<file path="src/rtl/emaxi_write.sv">
// emesh write packet to AXI3 write initiator (AW + one/two W beats + B collection).
// Latency: AW and W valid one cycle after accept; back-to-back 2 cycles single, 3 cycles double.
// Backpressure: wr_wait while a packet is in flight or MAX_OUT AWs await their B response.
module emaxi_write #(
  parameter logic [11:0] ID      = 12'h000,
  parameter int unsigned MAX_OUT = 4
) (
  input  logic         clk,
  input  logic         rst,
  input  logic         wr_access,
  input  logic [103:0] wr_packet,
  output logic         wr_wait,
  output logic [11:0]  m_axi_awid,
  output logic [31:0]  m_axi_awaddr,
  output logic [7:0]   m_axi_awlen,
  output logic [2:0]   m_axi_awsize,
  output logic [1:0]   m_axi_awburst,
  output logic         m_axi_awvalid,
  input  logic         m_axi_awready,
  output logic [11:0]  m_axi_wid,
  output logic [31:0]  m_axi_wdata,
  output logic [3:0]   m_axi_wstrb,
  output logic         m_axi_wlast,
  output logic         m_axi_wvalid,
  input  logic         m_axi_wready,
  input  logic [11:0]  m_axi_bid,
  input  logic [1:0]   m_axi_bresp,
  input  logic         m_axi_bvalid,
  output logic         m_axi_bready,
  output logic         err,
  output logic [3:0]   outstanding
);

  typedef enum logic {S_IDLE, S_SEND} state_t;

  localparam logic [3:0] MAX_OUT_W = 4'(MAX_OUT);

  state_t      state, state_nxt;
  logic        aw_pend, w_pend, beat;
  logic [31:0] h_dst, h_data, h_src;
  logic [1:0]  h_mode;
  logic [3:0]  out_cnt;
  logic        err_q, bready_q;
  logic        busy, accept, is_write, load;
  logic        aw_hs, w_hs, b_hs, aw_done, w_done;

  // B id and ctrlmode carry nothing this block acts on
  logic unused_ok;
  assign unused_ok = ^{m_axi_bid, wr_packet[7:3]};

  assign busy        = (state == S_SEND);
  assign wr_wait     = busy | (out_cnt == MAX_OUT_W);
  assign accept      = wr_access & ~wr_wait;
  assign is_write    = wr_packet[0];
  assign load        = accept & is_write;
  assign aw_hs       = m_axi_awvalid & m_axi_awready;
  assign w_hs        = m_axi_wvalid & m_axi_wready;
  assign b_hs        = m_axi_bvalid & bready_q;
  assign aw_done     = ~aw_pend | aw_hs;
  assign w_done      = ~w_pend | (w_hs & m_axi_wlast);
  assign outstanding = out_cnt;
  assign err         = err_q;
  assign m_axi_bready = bready_q;
  assign m_axi_awid  = ID;
  assign m_axi_wid   = ID;

  // State register
  always_ff @(posedge clk) begin
    if (rst) state <= S_IDLE;
    else     state <= state_nxt;
  end

  // Next state: leave SEND once both channels have finished, counting handshakes this cycle
  always_comb begin
    state_nxt = state;
    case (state)
      S_IDLE: if (load) state_nxt = S_SEND;
      S_SEND: if (aw_done && w_done) state_nxt = S_IDLE;
      default: state_nxt = S_IDLE;
    endcase
  end

  // Per-channel pending flags and beat index; AW and W retire independently
  always_ff @(posedge clk) begin
    if (rst) begin
      aw_pend <= 1'b0;
      w_pend  <= 1'b0;
      beat    <= 1'b0;
    end else if (state == S_IDLE && load) begin
      aw_pend <= 1'b1;
      w_pend  <= 1'b1;
      beat    <= 1'b0;
    end else begin
      if (aw_hs) aw_pend <= 1'b0;
      if (w_hs) begin
        if (m_axi_wlast) w_pend <= 1'b0;
        else             beat   <= 1'b1;
      end
    end
  end

  // Holding register, loaded only for write packets
  always_ff @(posedge clk) begin
    if (rst) begin
      h_dst  <= '0;
      h_data <= '0;
      h_src  <= '0;
      h_mode <= '0;
    end else if (load) begin
      h_dst  <= wr_packet[39:8];
      h_data <= wr_packet[71:40];
      h_src  <= wr_packet[103:72];
      h_mode <= wr_packet[2:1];
    end
  end

  // Outstanding AW count, sticky error and B ready
  always_ff @(posedge clk) begin
    if (rst) begin
      out_cnt  <= '0;
      err_q    <= 1'b0;
      bready_q <= 1'b0;
    end else begin
      bready_q <= 1'b1;
      if ((accept && !is_write) || (b_hs && (m_axi_bresp != 2'b00 || out_cnt == 4'd0)))
        err_q <= 1'b1;
      if (aw_hs && !b_hs)
        out_cnt <= out_cnt + 4'd1;
      else if (b_hs && !aw_hs && out_cnt != 4'd0)
        out_cnt <= out_cnt - 4'd1;
    end
  end

  // AXI outputs: zero while idle, otherwise mapped from the held packet and beat index
  always_comb begin
    m_axi_awvalid = busy & aw_pend;
    m_axi_wvalid  = busy & w_pend;
    m_axi_awaddr  = '0;
    m_axi_awlen   = '0;
    m_axi_awsize  = '0;
    m_axi_awburst = '0;
    m_axi_wdata   = '0;
    m_axi_wstrb   = '0;
    m_axi_wlast   = 1'b0;
    if (busy) begin
      m_axi_awburst = 2'b01;
      m_axi_awaddr  = h_dst;
      m_axi_awsize  = {1'b0, h_mode};
      m_axi_wlast   = 1'b1;
      m_axi_wstrb   = 4'hF;
      m_axi_wdata   = h_data;
      case (h_mode)
        2'd0: begin
          m_axi_wdata = {4{h_data[7:0]}};
          m_axi_wstrb = 4'b0001 << h_dst[1:0];
        end
        2'd1: begin
          m_axi_wdata = {2{h_data[15:0]}};
          m_axi_wstrb = 4'b0011 << {h_dst[1], 1'b0};
        end
        2'd3: begin
          m_axi_awaddr = {h_dst[31:3], 3'b000};
          m_axi_awsize = 3'd2;
          m_axi_awlen  = 8'd1;
          m_axi_wdata  = beat ? h_src : h_data;
          m_axi_wlast  = beat;
        end
        default: ;
      endcase
    end
  end

endmodule
</file>
<file path="config.mk">
export PLATFORM = sky130hd
export DESIGN_NAME = emaxi_write
export DESIGN_NICKNAME = d
export VERILOG_FILES = /design/src/rtl/emaxi_write.sv
export SDC_FILE = /design/constraint.sdc
export NUM_CORES = 1
export LEC_CHECK = 0
export ABC_CLOCK_PERIOD_IN_PS = 5900
export BUFFER_PORTS_ARGS = -buffer_cell sky130_fd_sc_hd__buf_2
export CORE_AREA = 2 2 84 166
export CTS_BUF_LIST = sky130_fd_sc_hd__clkbuf_8 sky130_fd_sc_hd__clkbuf_16
export DETAILED_ROUTE_END_ITERATION = 7
export DIE_AREA = 0 0 86 168
export HOLD_SLACK_MARGIN = 0.15
export MAX_ROUTING_LAYER = met4
export PLACE_DENSITY_LB_ADDON = 0.1
export SYNTH_ARGS = -nofsm -noshare
export SYNTH_HDL_FRONTEND = slang
export SYNTH_SLANG_ARGS = --single-unit
</file>
<file path="constraint.sdc">
create_clock -name clk -period 5.9 [get_ports clk]
set_clock_uncertainty 0.1 [all_clocks]
set_input_delay 0.295 -clock clk [delete_from_list [all_inputs] [get_ports clk]]
set_output_delay 0.295 -clock clk [all_outputs]
set_load 0.03 [all_outputs]
</file>
==> reports/qor.json <==
{
  "multiInputGateArea_um2": 2710,
  "total_power_w": 0.00173,
  "synthTopCellsByCount": "226 x sky130_fd_sc_hd__nand2_1, 108 x sky130_fd_sc_hd__dfxtp_1, 104 x sky130_fd_sc_hd__a21oi_1",
  "gp_routability_congestion": 0.815,
  "ys_top_cells_by_area": "sky130_fd_sc_hd__dfxtp_1 41%, sky130_fd_sc_hd__nand2_1 16%, sky130_fd_sc_hd__a21oi_1 9.9%, sky130_fd_sc_hd__buf_4 6.7%, sky130_fd_sc_hd__and2_1 4.0%",
  "ir_worst_vdd_uv": 142,
  "yosysSeqAreaShare_pct": 41.0,
  "postCtsResizedCells": 0,
  "final-max-slew-violation-count": 0,
  "start_kind": "register",
  "synth_seq_cells": 108,
  "leakagePower_nw": 3.20,
  "timing.hold.worst.class": "in2reg",
  "area_growth_synth_to_finish_pct": 39.3,
  "port_buffers": 188,
  "yosys.area.top_type": "sky130_fd_sc_hd__dfxtp_1",
  "number_of_antenna_violations_at_the_first_check_in_global_routing": 0,
  "finalHoldViolCount": 0,
  "grt_start_max_net_pins": 76,
  "diodes": 0,
  "synth.top_cell.area_share_pct": 41.0,
  "clk_path_buf_depth": 2,
  "finalInstanceArea_um2": 7340,
  "place_area_um2": 6080,
  "number_of_instances_on_the_worst_hold_path": 4,
  "reg_to_reg_critical_path_endpoint": "h_dst[23]",
  "rsz0062_at_grt": "false",
  "synth_cell_types": 43,
  "design.final.nets": 1076,
  "setup_tns_ps": 0,
  "cts_sinks": 108,
  "worstPathBufferInverterCount": 2,
  "drc_markers": 0,
  "cts_tree": "built",
  "final_layout_size_suffix_gt1_share_pct": 23.5,
  "timing.critical_path.max_delay_family": "simple AND/OR/NAND/NOR gates",
  "track_usage_pct": 22.5,
  "post_drt_wl_per_cell_um": 14.6,
  "dr.first_iter.drc_count": 313,
  "grt.met1_usage_pct": 29.0,
  "hold_slack_ps": 176,
  "clockRootBuffer": "sky130_fd_sc_hd__clkbuf_16",
  "worst_hold_path_endpoint": "aw_pend",
  "design.core.area_um2": 13300,
  "starting_density_of_the_core_pct": 39.7,
  "clk_transition_reported_paths_ps": 80,
  "drv.max_cap_violation_count": 0,
  "tightestPinTransition_ps": 1010,
  "syn_area_per_cell_um2": 7.49,
  "r2r.worst_path.cells": 5,
  "pin_count": 239,
  "final_antenna_net_count": 0,
  "tritoncts.num_buffers": 9,
  "drt-total-wl_mm": 16.2,
  "min_period_over_period_pct": 53.6,
  "route.vias.total": 5384,
  "worst-setup-path-type": "reg2out",
  "netlist_area_um2": 5270,
  "crit_path_end_kind": "output pin",
  "max_clock_freq_mhz": 316,
  "grt_first_pass_wirelength_mm": 25.6,
  "slew_headroom_pct": 32.8,
  "synth_edf_count": 0,
  "critPathLaunch": "h_mode[0]",
  "width_of_the_die_um": 86,
  "ys_async_sr_fraction_pct": 0,
  "status": "finished, final reports clean",
  "grtUsageMet3_pct": 2.70,
  "setup_viol": 0,
  "power-per-cell-area_nw_per_um2": 235,
  "holdBufCountCts": 98,
  "htree_num_levels": 3,
  "grt_pass1_vias": 5114,
  "die_y_um": 168,
  "yosys_warnings": 0,
  "cp_data_required_time_ps": 5510,
  "fp-row-count": 60,
  "worst_skew_pair.late_latency_ps": 340,
  "post_cts_buffers": 0,
  "global_route.usage.met2_pct": 36.8,
  "cpMaxStageDelayCell": "sky130_fd_sc_hd__and2_0",
  "routed_via_density": 4.85,
  "n_fill_cell": 1337,
  "synthesis.instances": 704,
  "timing.final.crit_period_ps": 3160,
  "dp_hpwl_mm": 10.3,
  "worst_path_max_stage_delay_ps": 810,
  "reg2reg_from": "outstanding[0]",
  "timing.critical_path.fanout_max": 27,
  "synth_flop_cell": "sky130_fd_sc_hd__dfxtp_1",
  "worstHoldStart": "m_axi_awready",
  "timing.critical_path.arrival_ps": 2770,
  "grt-ovfl-total": 0,
  "crit_chain": "buf_4 > nand2_2 > and2_0 > a22oi_1 > a21boi_0 > buf_2",
  "die_area_um2": 14400,
  "firstDrtPassIters": 4,
  "synthMostInstantiatedCell": "sky130_fd_sc_hd__nand2_1",
  "ff_latch_area_um2": 2160,
  "reg2reg_setup_slack_ps": 3250,
  "global_route_layer_with_the_greatest_usage": "met2"
}
kinds of logic (layout without fill, tap and decap cells):
group | after synthesis | in the layout | share of synthesized area [%]
flops | 108 | 108 | 41.0
other cells | 1 | 33 | 0.0711
xor+xnor | 1 | 1 | 0.166
simple gates | 323 | 323 | 27.1
compound gates | 164 | 164 | 18.7
fa+ha+maj | 3 | 3 | 0.854
mux | 8 | 8 | 1.52
buf+inv | 96 | 314 | 10.6
state kept, by name, summed over array words and instances (netlist names):
signal        cells
aw_pend           1
outstanding       4
h_src            32
h_mode            2
w_pend            1
h_data           32
err               1
beat              1
m_axi_bready      1
busy              1
h_dst            32
through the flow:
step | worst slack, ps | util [%] | instances
final | 2740 | 55.3 | 1109
after global routing | 2550 | 55.3 | 1109
after CTS | 2780 | 55.3 | 1109
after detailed placement | 3170 | 45.7 | 995
after global placement | 3170 | 45.7 | 995
after floorplan | 3610 | - | 736
how the worst max path moves through the flow:
| stage | endpoint | cells after the start |
|---|---|---|
| detailed placement | m_axi_wdata[28] | 6 |
| global route | m_axi_wdata[28] | 6 |
| floorplan | m_axi_wdata[13] | 7 |
| global placement | m_axi_wdata[28] | 6 |
| finish | m_axi_wdata[28] | 6 |
| CTS | m_axi_wdata[28] | 6 |
cells in the final DEF (no fill, tap or decap), types with 16 or more instances in the layout:
master                            n
sky130_fd_sc_hd__a21boi_0        24
sky130_fd_sc_hd__a21oi_1        104
sky130_fd_sc_hd__a22oi_1         16
sky130_fd_sc_hd__and2_1          34
sky130_fd_sc_hd__buf_2          187
sky130_fd_sc_hd__conb_1          33
sky130_fd_sc_hd__dfxtp_1        107
sky130_fd_sc_hd__dlygate4sd3_1   98
sky130_fd_sc_hd__nand2_1        226
sky130_fd_sc_hd__nand3_1         19
layout make-up:
cell class	instances	share of cell area [%]
multi-input cells	532	36.8
flip-flops and latches	108	29.5
repair buffers	293	26.9
clock buffers	9	3.07
well taps	155	2.64
clock inverters	7	0.818
inverters	5	0.256
routing by layer:
layer / up-vias / wire length, um
met5: - / 0
met4: 0 / 214
met3: 13 / 812
met2: 171 / 8010
met1: 2454 / 7200
li1: 2746 / -
worst register-to-register path, stage by stage (launching register included):
cell and delay (ps):
sky130_fd_sc_hd__dfxtp_1 400, sky130_fd_sc_hd__nor4b_2 550, sky130_fd_sc_hd__nand4bb_4 470, sky130_fd_sc_hd__buf_4 710
sky130_fd_sc_hd__nand2_1 180, sky130_fd_sc_hd__a21oi_1 180
power by group:
part,switching [W],internal (W)
sequential,0.0000342,0.000773
clock,0.000292,0.000294
combinational,0.000199,0.000137
No activity file was read; power rests on OpenSTA's default activity.
